==> src/rtl/alu_pkg.sv <==
// alu_pkg: shared constants and the 4-bit ALU control encoding for the
// execute-stage ALU. The first five control codes keep the legacy values
// so the decoder remains drop-in compatible with the older 4-bit decoder.
package alu_pkg;

    // aluOp codes driven by the main control unit
    localparam logic [1:0] ALU_OP_LS    = 2'b00;  // load/store address add
    localparam logic [1:0] ALU_OP_BR    = 2'b01;  // branch compare subtract
    localparam logic [1:0] ALU_OP_RTYPE = 2'b10;  // R-type, operation from funct
    localparam logic [1:0] ALU_OP_ADDI  = 2'b11;  // add immediate

    // R-type funct field values
    localparam logic [5:0] FUNCT_SLL  = 6'b000000;
    localparam logic [5:0] FUNCT_SRL  = 6'b000010;
    localparam logic [5:0] FUNCT_SRA  = 6'b000011;
    localparam logic [5:0] FUNCT_MUL  = 6'b011000;
    localparam logic [5:0] FUNCT_ADD  = 6'b100000;
    localparam logic [5:0] FUNCT_ADDU = 6'b100001;
    localparam logic [5:0] FUNCT_SUB  = 6'b100010;
    localparam logic [5:0] FUNCT_SUBU = 6'b100011;
    localparam logic [5:0] FUNCT_AND  = 6'b100100;
    localparam logic [5:0] FUNCT_OR   = 6'b100101;
    localparam logic [5:0] FUNCT_XOR  = 6'b100110;
    localparam logic [5:0] FUNCT_NOR  = 6'b100111;
    localparam logic [5:0] FUNCT_SLT  = 6'b101010;
    localparam logic [5:0] FUNCT_SLTU = 6'b101011;

    typedef enum logic [3:0] {
        CTRL_AND     = 4'b0000,
        CTRL_OR      = 4'b0001,
        CTRL_ADD     = 4'b0010,
        CTRL_XOR     = 4'b0011,
        CTRL_SUB     = 4'b0110,
        CTRL_SLT     = 4'b0111,
        CTRL_SLTU    = 4'b1000,
        CTRL_SLL     = 4'b1001,
        CTRL_SRL     = 4'b1010,
        CTRL_SRA     = 4'b1011,
        CTRL_NOR     = 4'b1100,
        CTRL_MUL     = 4'b1101,
        CTRL_ILLEGAL = 4'b1111
    } alu_ctrl_t;

    // Two's-complement overflow from operand and result sign bits.
    // For subtraction the effective B sign is inverted.
    function automatic logic signed_ovf(input logic a_msb, input logic b_msb,
                                        input logic r_msb, input logic is_sub);
        logic b_eff;
        b_eff = b_msb ^ is_sub;
        return (a_msb == b_eff) && (r_msb != a_msb);
    endfunction

endpackage

==> src/rtl/alu_ctrl_dec.sv <==
// alu_ctrl_dec: combinational aluOp/funct decoder producing the 4-bit ALU
// control code and a flag saying whether signed overflow is reported.
// Build macro ALU_MUL_EN makes funct 011000 decode as MUL instead of illegal.
module alu_ctrl_dec
    import alu_pkg::*;
(
    input  logic [1:0] alu_op,
    input  logic [5:0] funct,
    output alu_ctrl_t  ctrl,
    output logic       ovf_chk
);

    // Map the control inputs to an ALU operation; unknown funct is illegal.
    always_comb begin
        ctrl    = CTRL_ILLEGAL;
        ovf_chk = 1'b0;
        case (alu_op)
            ALU_OP_LS, ALU_OP_ADDI: begin
                ctrl    = CTRL_ADD;
                ovf_chk = 1'b1;
            end
            ALU_OP_BR: begin
                ctrl    = CTRL_SUB;
                ovf_chk = 1'b1;
            end
            ALU_OP_RTYPE: begin
                case (funct)
                    FUNCT_ADD: begin
                        ctrl    = CTRL_ADD;
                        ovf_chk = 1'b1;
                    end
                    FUNCT_ADDU: ctrl = CTRL_ADD;
                    FUNCT_SUB: begin
                        ctrl    = CTRL_SUB;
                        ovf_chk = 1'b1;
                    end
                    FUNCT_SUBU: ctrl = CTRL_SUB;
                    FUNCT_AND:  ctrl = CTRL_AND;
                    FUNCT_OR:   ctrl = CTRL_OR;
                    FUNCT_XOR:  ctrl = CTRL_XOR;
                    FUNCT_NOR:  ctrl = CTRL_NOR;
                    FUNCT_SLT:  ctrl = CTRL_SLT;
                    FUNCT_SLTU: ctrl = CTRL_SLTU;
                    FUNCT_SLL:  ctrl = CTRL_SLL;
                    FUNCT_SRL:  ctrl = CTRL_SRL;
                    FUNCT_SRA:  ctrl = CTRL_SRA;
`ifdef ALU_MUL_EN
                    FUNCT_MUL:  ctrl = CTRL_MUL;
`endif
                    default:    ctrl = CTRL_ILLEGAL;
                endcase
            end
            default: ctrl = CTRL_ILLEGAL;
        endcase
    end

endmodule

==> src/rtl/alu_exec_unit.sv <==
// alu_exec_unit: handshaked execute-stage ALU. Decodes aluOp/funct, computes
// a WIDTH-bit result and holds it in an output register until consumed.
// Build macro ALU_MUL_EN adds an iterative unsigned shift-add multiplier
// (one partial product per cycle, WIDTH iterations).
module alu_exec_unit
    import alu_pkg::*;
#(
    parameter int WIDTH   = 32,
    parameter int SHAMT_W = 5
) (
    input  logic               clk,
    input  logic               reset,
    input  logic               in_valid,
    output logic               in_ready,
    input  logic [1:0]         alu_op,
    input  logic [5:0]         funct,
    input  logic [SHAMT_W-1:0] shamt,
    input  logic [WIDTH-1:0]   src_a,
    input  logic [WIDTH-1:0]   src_b,
    output logic               out_valid,
    input  logic               out_ready,
    output logic [WIDTH-1:0]   result,
    output logic               zero,
    output logic               overflow,
    output logic               illegal
);

    alu_ctrl_t        ctrl;
    logic             ovf_chk;
    logic             accept;
    logic             pop;
    logic [WIDTH-1:0] sum;
    logic [WIDTH-1:0] diff;
    logic [WIDTH-1:0] logic_res;
    logic [WIDTH-1:0] sra_res;
    logic [WIDTH-1:0] calc_res;
    logic             calc_ovf;
    logic             calc_ill;
    logic             calc_zero;
    logic             slt_bit;
    logic             sltu_bit;

    logic             out_valid_reg;
    logic [WIDTH-1:0] result_reg;
    logic             zero_reg;
    logic             overflow_reg;
    logic             illegal_reg;

    alu_ctrl_dec u_dec (
        .alu_op  (alu_op),
        .funct   (funct),
        .ctrl    (ctrl),
        .ovf_chk (ovf_chk)
    );

    assign sum      = src_a + src_b;
    assign diff     = src_a - src_b;
    assign sltu_bit = (src_a < src_b);
    assign slt_bit  = ($signed(src_a) < $signed(src_b));
    assign sra_res  = $unsigned($signed(src_b) >>> shamt);

    // Bitwise logic unit, one lane per bit; NOR is the fall-through case.
    genvar gi;
    generate
        for (gi = 0; gi < WIDTH; gi++) begin : g_logic
            assign logic_res[gi] = (ctrl == CTRL_AND) ? (src_a[gi] & src_b[gi]) :
                                   (ctrl == CTRL_OR)  ? (src_a[gi] | src_b[gi]) :
                                   (ctrl == CTRL_XOR) ? (src_a[gi] ^ src_b[gi]) :
                                                        ~(src_a[gi] | src_b[gi]);
        end
    endgenerate

    // Select the single-cycle result and flags for the decoded operation.
    always_comb begin
        calc_res = '0;
        calc_ovf = 1'b0;
        calc_ill = 1'b0;
        case (ctrl)
            CTRL_ADD: begin
                calc_res = sum;
                calc_ovf = ovf_chk &&
                           signed_ovf(src_a[WIDTH-1], src_b[WIDTH-1], sum[WIDTH-1], 1'b0);
            end
            CTRL_SUB: begin
                calc_res = diff;
                calc_ovf = ovf_chk &&
                           signed_ovf(src_a[WIDTH-1], src_b[WIDTH-1], diff[WIDTH-1], 1'b1);
            end
            CTRL_AND, CTRL_OR, CTRL_XOR, CTRL_NOR: calc_res = logic_res;
            CTRL_SLT:  calc_res = {{(WIDTH-1){1'b0}}, slt_bit};
            CTRL_SLTU: calc_res = {{(WIDTH-1){1'b0}}, sltu_bit};
            CTRL_SLL:  calc_res = src_b << shamt;
            CTRL_SRL:  calc_res = src_b >> shamt;
            CTRL_SRA:  calc_res = sra_res;
            CTRL_MUL:  calc_res = '0;  // produced by the iterative path
            default:   calc_ill = 1'b1;
        endcase
    end

    assign calc_zero = (calc_res == '0);
    assign accept    = in_valid && in_ready;
    assign pop       = out_valid_reg && out_ready;

`ifdef ALU_MUL_EN
    typedef enum logic {
        ST_IDLE = 1'b0,
        ST_MUL  = 1'b1
    } state_t;

    state_t             state_reg;
    logic [SHAMT_W-1:0] cnt_reg;
    logic [WIDTH-1:0]   mcand_reg;
    logic [WIDTH-1:0]   mplier_reg;
    logic [WIDTH-1:0]   acc_reg;
    logic [WIDTH-1:0]   acc_next;

    // Add the current partial product when the multiplier LSB is set.
    assign acc_next = acc_reg + (mplier_reg[0] ? mcand_reg : '0);
    assign in_ready = (state_reg == ST_IDLE) && (!out_valid_reg || out_ready);

    // Control FSM: single-cycle capture in IDLE, shift-add iterations in MUL.
    always_ff @(posedge clk or posedge reset) begin
        if (reset) begin
            state_reg     <= ST_IDLE;
            cnt_reg       <= '0;
            mcand_reg     <= '0;
            mplier_reg    <= '0;
            acc_reg       <= '0;
            out_valid_reg <= 1'b0;
            result_reg    <= '0;
            zero_reg      <= 1'b0;
            overflow_reg  <= 1'b0;
            illegal_reg   <= 1'b0;
        end else begin
            case (state_reg)
                ST_IDLE: begin
                    if (accept) begin
                        if (ctrl == CTRL_MUL) begin
                            // Previous result was consumed (accept implies it);
                            // nothing is valid until the product is done.
                            state_reg     <= ST_MUL;
                            cnt_reg       <= '0;
                            mcand_reg     <= src_a;
                            mplier_reg    <= src_b;
                            acc_reg       <= '0;
                            out_valid_reg <= 1'b0;
                        end else begin
                            out_valid_reg <= 1'b1;
                            result_reg    <= calc_res;
                            zero_reg      <= calc_zero;
                            overflow_reg  <= calc_ovf;
                            illegal_reg   <= calc_ill;
                        end
                    end else if (pop) begin
                        out_valid_reg <= 1'b0;
                    end
                end
                ST_MUL: begin
                    acc_reg    <= acc_next;
                    mcand_reg  <= mcand_reg << 1;
                    mplier_reg <= mplier_reg >> 1;
                    cnt_reg    <= cnt_reg + 1'b1;
                    // Last of WIDTH iterations: publish the low product bits.
                    if (cnt_reg == '1) begin
                        state_reg     <= ST_IDLE;
                        out_valid_reg <= 1'b1;
                        result_reg    <= acc_next;
                        zero_reg      <= (acc_next == '0);
                        overflow_reg  <= 1'b0;
                        illegal_reg   <= 1'b0;
                    end
                end
                default: state_reg <= ST_IDLE;
            endcase
        end
    end
`else
    assign in_ready = !out_valid_reg || out_ready;

    // Output register: capture on accept, drop valid once consumed.
    always_ff @(posedge clk or posedge reset) begin
        if (reset) begin
            out_valid_reg <= 1'b0;
            result_reg    <= '0;
            zero_reg      <= 1'b0;
            overflow_reg  <= 1'b0;
            illegal_reg   <= 1'b0;
        end else if (accept) begin
            out_valid_reg <= 1'b1;
            result_reg    <= calc_res;
            zero_reg      <= calc_zero;
            overflow_reg  <= calc_ovf;
            illegal_reg   <= calc_ill;
        end else if (pop) begin
            out_valid_reg <= 1'b0;
        end
    end
`endif

    assign out_valid = out_valid_reg;
    assign result    = result_reg;
    assign zero      = zero_reg;
    assign overflow  = overflow_reg;
    assign illegal   = illegal_reg;

endmodule

==> config.mk <==
export PLATFORM = sky130hd
export DESIGN_NAME = alu_exec_unit
export DESIGN_NICKNAME = d
export VERILOG_FILES = /design/src/rtl/alu_pkg.sv /design/src/rtl/alu_ctrl_dec.sv /design/src/rtl/alu_exec_unit.sv
export SDC_FILE = /design/constraint.sdc
export NUM_CORES = 1
export LEC_CHECK = 0
export ABC_CLOCK_PERIOD_IN_PS = 4400
export CORE_ASPECT_RATIO = 2
export CORE_MARGIN = 2
export CORE_UTILIZATION = 65
export DETAILED_ROUTE_END_ITERATION = 10
export PLACE_DENSITY_LB_ADDON = 0.1
export SLEW_MARGIN = 20
export SYNTH_ARGS = -nofsm -noshare
export SYNTH_HDL_FRONTEND = slang
export SYNTH_SLANG_ARGS = --single-unit
==> constraint.sdc <==
create_clock -name clk -period 4.4 [get_ports clk]
set_clock_uncertainty 0.1 [all_clocks]
set_input_delay 0.88 -clock clk [delete_from_list [all_inputs] [get_ports clk]]
set_output_delay 0.88 -clock clk [all_outputs]
set_load 0.02 [all_outputs]
==> results of run 1 <==
[logic make-up after synthesis]
logic type	share of synthesized area
flip-flops	0.0773
multiplexers	0.145
AO/OA/AOI/OAI	0.349
AND/OR/NAND/NOR	0.220
XOR/XNOR	0.0113
buffers and inverters	0.0887
adder cells (fa/ha/maj)	0.109
[through the flow]
step / util / setup WS [ns] / area (um2)
after detailed placement: 0.927 / -1.08 / 16400
after floorplan: - / 0.277 / 11700
after global placement: 0.927 / -0.907 / 16400
==> summary.txt, run 1 <==
Logic synthesis
  • Mapped Area: about 12000 um2
  • Syn Nets: approximately 1800
  • Synthesized flop and latch total: 36
  • Synth warn: 0
  • Average cell area after synthesis: ~7.0 um2
  • Post-synth top area cell: ha_1
  • EDFF count, synth: 0
  • Synth Flop Type: dfrtp_1
  • Synth Instances: about 1700
  • Post-synth cell types: 95
  • Largest cells by area after synthesis: ha_1, dfrtp_1, mux4_2, a21oi_1, nor2_1
  • Register area share after synthesis: 0.0773
  • Dominant cell by count in the synthesized netlist: nor2_1
  • Synth cell count leaders: nor2_1, nand2_1, a21oi_1, o21ai_0, inv_1
  • Post-synth ARST share: 1.00
  • Yosys top cell area share: 0.105

Placed design
  • Cell count after placement: around 2400
  • Port Buffers: 117
  • DP Wirelength: 53.9 mm
  • GPL Wtd Cong: roughly 1.4

Floorplanning
  • Initial core utilization: 0.659
  • Die Span Y: between 150 and 200 um
  • Core Rows: around 70
  • Top Ports: ~120
  • Die Width: a little under 100 um

Status
  • Status: aborted with a tool error
  • Failed at: 4_1_cts
  • Error msg: [ERROR DPL-0038] Utilization greater than 100%, impossible to legalize

Clock network
  • CTS Root Cell: clkbuf_16
  • Clock sink count: 36
  • Post-CTS sizing: about 250
  • CTS Hold Bufs: 0
  • CTS Buffer Depth: 2
  • H-tree levels: 2
  • TritonCTS buffer count: 5
  • Post-CTS setup buffers: 40
==> inputs of run 2 (changes only) <==
--- a/config.mk
+++ b/config.mk
@@ -6,11 +6,10 @@
 export NUM_CORES = 1
 export LEC_CHECK = 0
 export ABC_CLOCK_PERIOD_IN_PS = 4400
-export CORE_ASPECT_RATIO = 2
 export CORE_MARGIN = 2
-export CORE_UTILIZATION = 65
+export CORE_UTILIZATION = 40
 export DETAILED_ROUTE_END_ITERATION = 10
-export PLACE_DENSITY_LB_ADDON = 0.1
+export PLACE_DENSITY_LB_ADDON = 0.15
 export SLEW_MARGIN = 20
 export SYNTH_ARGS = -nofsm -noshare
 export SYNTH_HDL_FRONTEND = slang
==> summary.txt, run 2 <==
Status
  • Status: finished clean

Finish
  • Share of cells above drive strength 1: 0.387
  • Design Area, Final: between 15000 and 20000 um2
  • Max reg flops: 32
  • Fin util: 0.651
  • Fin cells: 2639
  • Area grow syn2layout: 60.2%
  • NumNets Final: 2434
  • Most frequent cells in the layout: buf_4, nor2_1, nand2_1
  • Most common cell after layout, fill and taps aside: buf_4

Placed design
  • Port Buffers: 117 (unchanged)
  • Placed Area: 17200 um2 (+4.7%)
  • GPL Wtd Cong: 1.09 (-23%)
  • DP Wirelength: 52.4 mm (-2.9%)
  • Cell count after placement: 2604 (+9.6%)

Clock network
  • Worst skew pair latency: ~0.28 ns
  • TritonCTS buffer count: 5 (unchanged)
  • Worst-path clk slew: about 0.050 ns
  • Clock sink count: 36 (unchanged)
  • CTS tree: done
  • CTS Root Cell: clkbuf_16
  • CTS Hold Bufs: 0 (unchanged)
  • H-tree levels: 2 (unchanged)
  • CTS Buffer Depth: 2 (unchanged)

Routing
  • DRC: 0
  • Vias per inst: 6.26
  • 1st-iter DRT viols: 1901
  • Vias: around 17000
  • DRT Wirelength: approximately 64 mm
  • WL/cell: 24.2 um
  • Router iterations before antenna repair: 8
  • DRT antenna net count: 0

Logic synthesis
  • Synthesized flop and latch total: 36 (unchanged)
  • Post-synth top area cell: ha_1
  • Yosys top cell area share: 0.105 (unchanged)
  • Synth warn: 0 (unchanged)
  • Post-synth cell types: 95 (unchanged)
  • Post-synth ARST share: 1.00 (unchanged)
  • Synth Flop Type: dfrtp_1
  • EDFF count, synth: 0 (unchanged)
  • Largest cells by area after synthesis: ha_1, dfrtp_1, mux4_2, a21oi_1, nor2_1
  • Dominant cell by count in the synthesized netlist: nor2_1
  • Register area share after synthesis: 0.0773 (unchanged)
  • Synth Instances: 1668 (unchanged)
  • Syn Nets: 1849 (unchanged)
  • Synth cell count leaders: nor2_1, nand2_1, a21oi_1, o21ai_0, inv_1
  • Mapped Area: 11700 um2 (unchanged)
  • Average cell area after synthesis: 6.99 um2 (unchanged)

Power and ir drop
  • Pwr dens: a little under 200 nW/um2
  • Power, Total: roughly 0.0037 W
  • Leak Pwr: 8.51 nW
  • Max rail drop VDD: 0.112 mV

Floorplanning
  • Die Width: 175 um (+77%)
  • Top Ports: 118 (unchanged)
  • Core box area: 28700 um2
  • Die Span Y: 175 um (-9.7%)
  • Core Rows: 62 (-10%)
  • Die ar.: between 30000 and 40000 um2
  • Initial core utilization: 0.406 (-0.252)

Critical path
  • Crit path largest cell delay: ~0.50 ns
  • Critical Path Most Common Cell: buf_4
  • Bufs and invs on worst path: 5
  • Arr. time, crit path: roughly 4.4 ns
  • CP Launch Type: primary input
  • Worst reg2reg startpoint: out_valid$_DFFE_PP0P_
  • Setup crit start: alu_op[0]
  • Top delay family on crit path: compound AO/OA/AOI/OAI gates
  • Critical Path RT: around 4.5 ns
  • CP Class: primary input to flip-flop
  • FF-to-FF End: zero$_DFFE_PP0P_
  • Critical path depth in cells: 17
  • End of the critical path: zero$_DFFE_PP0P_
  • CP cell instances: clkdlybuf4s50_1 -> inv_1 -> ha_2 -> or2_2 -> a311oi_4 -> buf_4 -> nand2_1 -> o21ai_1 -> buf_4 -> nor2_1 -> a21oi_1 -> a22o_1 -> a211oi_1 -> buf_4 -> nand3_1 -> nor4_2 -> a41o_1
  • Worst-path maximum fanout: 6
  • R2R cell count: 7
  • Critical Path End Type: flip-flop
  • R2r setup slk: 2.36 ns
  • Slowest CP cell: clkdlybuf4s50_1

Timing
  • Min Tclk post-route: 4.35 ns
  • Max Freq: around 230 MHz
  • Final setup violation count: 0
  • Slew Limit Fails: 0
  • Setup TNS: 0 ns
  • Slew margin rel.: 0.493
  • Actual slew at the worst max-slew pin: around 0.75 ns
  • Fin crit share: 0.990
  • Hold Vio Cnt, Final: 0

Global route
  • Grt ovf: 0
  • Number of global-route vias before repair: 15500
  • Pin count of the biggest net entering global routing: 60
  • Initial antenna violation count: 1
  • First-pass GRT wire length: 93.4 mm
  • GRT Util Overall: 0.400

Run
  • Maximum Capacitance Violations: 0

Worst hold path
  • Hold Crit Class: flip-flop to flip-flop
==> run 2: cell counts after synthesis <==
Identical to the previous run, type by type.
==> run 2: worst min-delay path by stage <==
stage,startpoint,to,slack [ns],depth (start not counted)
3_5_place_dp,result[8]$_DFFE_PP0P_,result[8]$_DFFE_PP0P_,0.37,2
3_3_place_gp,result[7]$_DFFE_PP0P_,result[7]$_DFFE_PP0P_,0.36,2
2_1_floorplan,result[28]$_DFFE_PP0P_,result[28]$_DFFE_PP0P_,0.49,2
6_report,result[8]$_DFFE_PP0P_,result[8]$_DFFE_PP0P_,0.37,2
4_1_cts,result[8]$_DFFE_PP0P_,result[8]$_DFFE_PP0P_,0.38,2
5_1_grt,result[30]$_DFFE_PP0P_,result[30]$_DFFE_PP0P_,0.41,1
==> run 2: per-stage QoR <==
| step | hold slack (ns) | setup slack, ns |
|---|---|---|
| final | 0.374 | 0.0458 |
| after global placement | 0.360 | -0.972 |
| after detailed placement | 0.369 | -0.949 |
| after global routing | 0.410 | -0.0365 |
| after floorplan | 0.488 | 0.277 |
| after CTS | 0.380 | -0.0177 |
==> run 2: kinds of logic (layout without fill, tap and decap cells) <==
family / count (synthesis) / count (layout) / synth area share
XOR/XNOR: 15 / 15 / 0.0113
adder cells (fa/ha/maj): 100 / 100 / 0.109
AND/OR/NAND/NOR: 552 / 552 / 0.220
AO/OA/AOI/OAI: 599 / 599 / 0.349
other: 0 / 1 / 0
buffers and inverters: 243 / 829 / 0.0887
flip-flops: 36 / 36 / 0.0773
multiplexers: 123 / 123 / 0.145
==> run 2: worst register-to-register path: stages, from the launching register on <==
cell	delay (ns)
dfrtp_1	0.37
nand2b_1	0.14
nand2_2	0.12
a2111oi_1	0.33
buf_4	0.22
nand4_1	0.19
nor4_2	0.31
a41o_1	0.20
==> run 2: what timing repair did <==
item                                    CTS  global route
resized for setup                       116           171
cloned                                    0             1
buffers inserted                          8            17
hold endpoints to repair                  0             0
pin swaps                                36            63
endpoints found under the setup margin   11             6
==> run 2: cell type report <==
cell class	count	area, um2
Antenna cell	1	2.50
Clock buffer	8	146
Fill cell	2631	10000
Inverter	115	438
Multi-Input combinational cell	1389	10800
Sequential cell	36	901
Tap cell	384	480
Timing Repair Buffer	706	5940
==> run 2: where the power goes <==
part           internal (W)  total [W]  switching, W
Sequential         0.000411   0.000450     0.0000392
Combinational       0.00135    0.00288       0.00152
Clock              0.000225   0.000345      0.000120
Total               0.00199    0.00367       0.00168
==> run 2: routing by layer <==
| layer | GRT usage | wire, um |
|---|---|---|
| met1 | 0.557 | 27100 |
| met5 | 0 | 16 |
| met4 | 0.143 | 2560 |
| met3 | 0.0657 | 6570 |
| met2 | 0.622 | 27500 |
No activity file was read; power rests on OpenSTA's default activity.
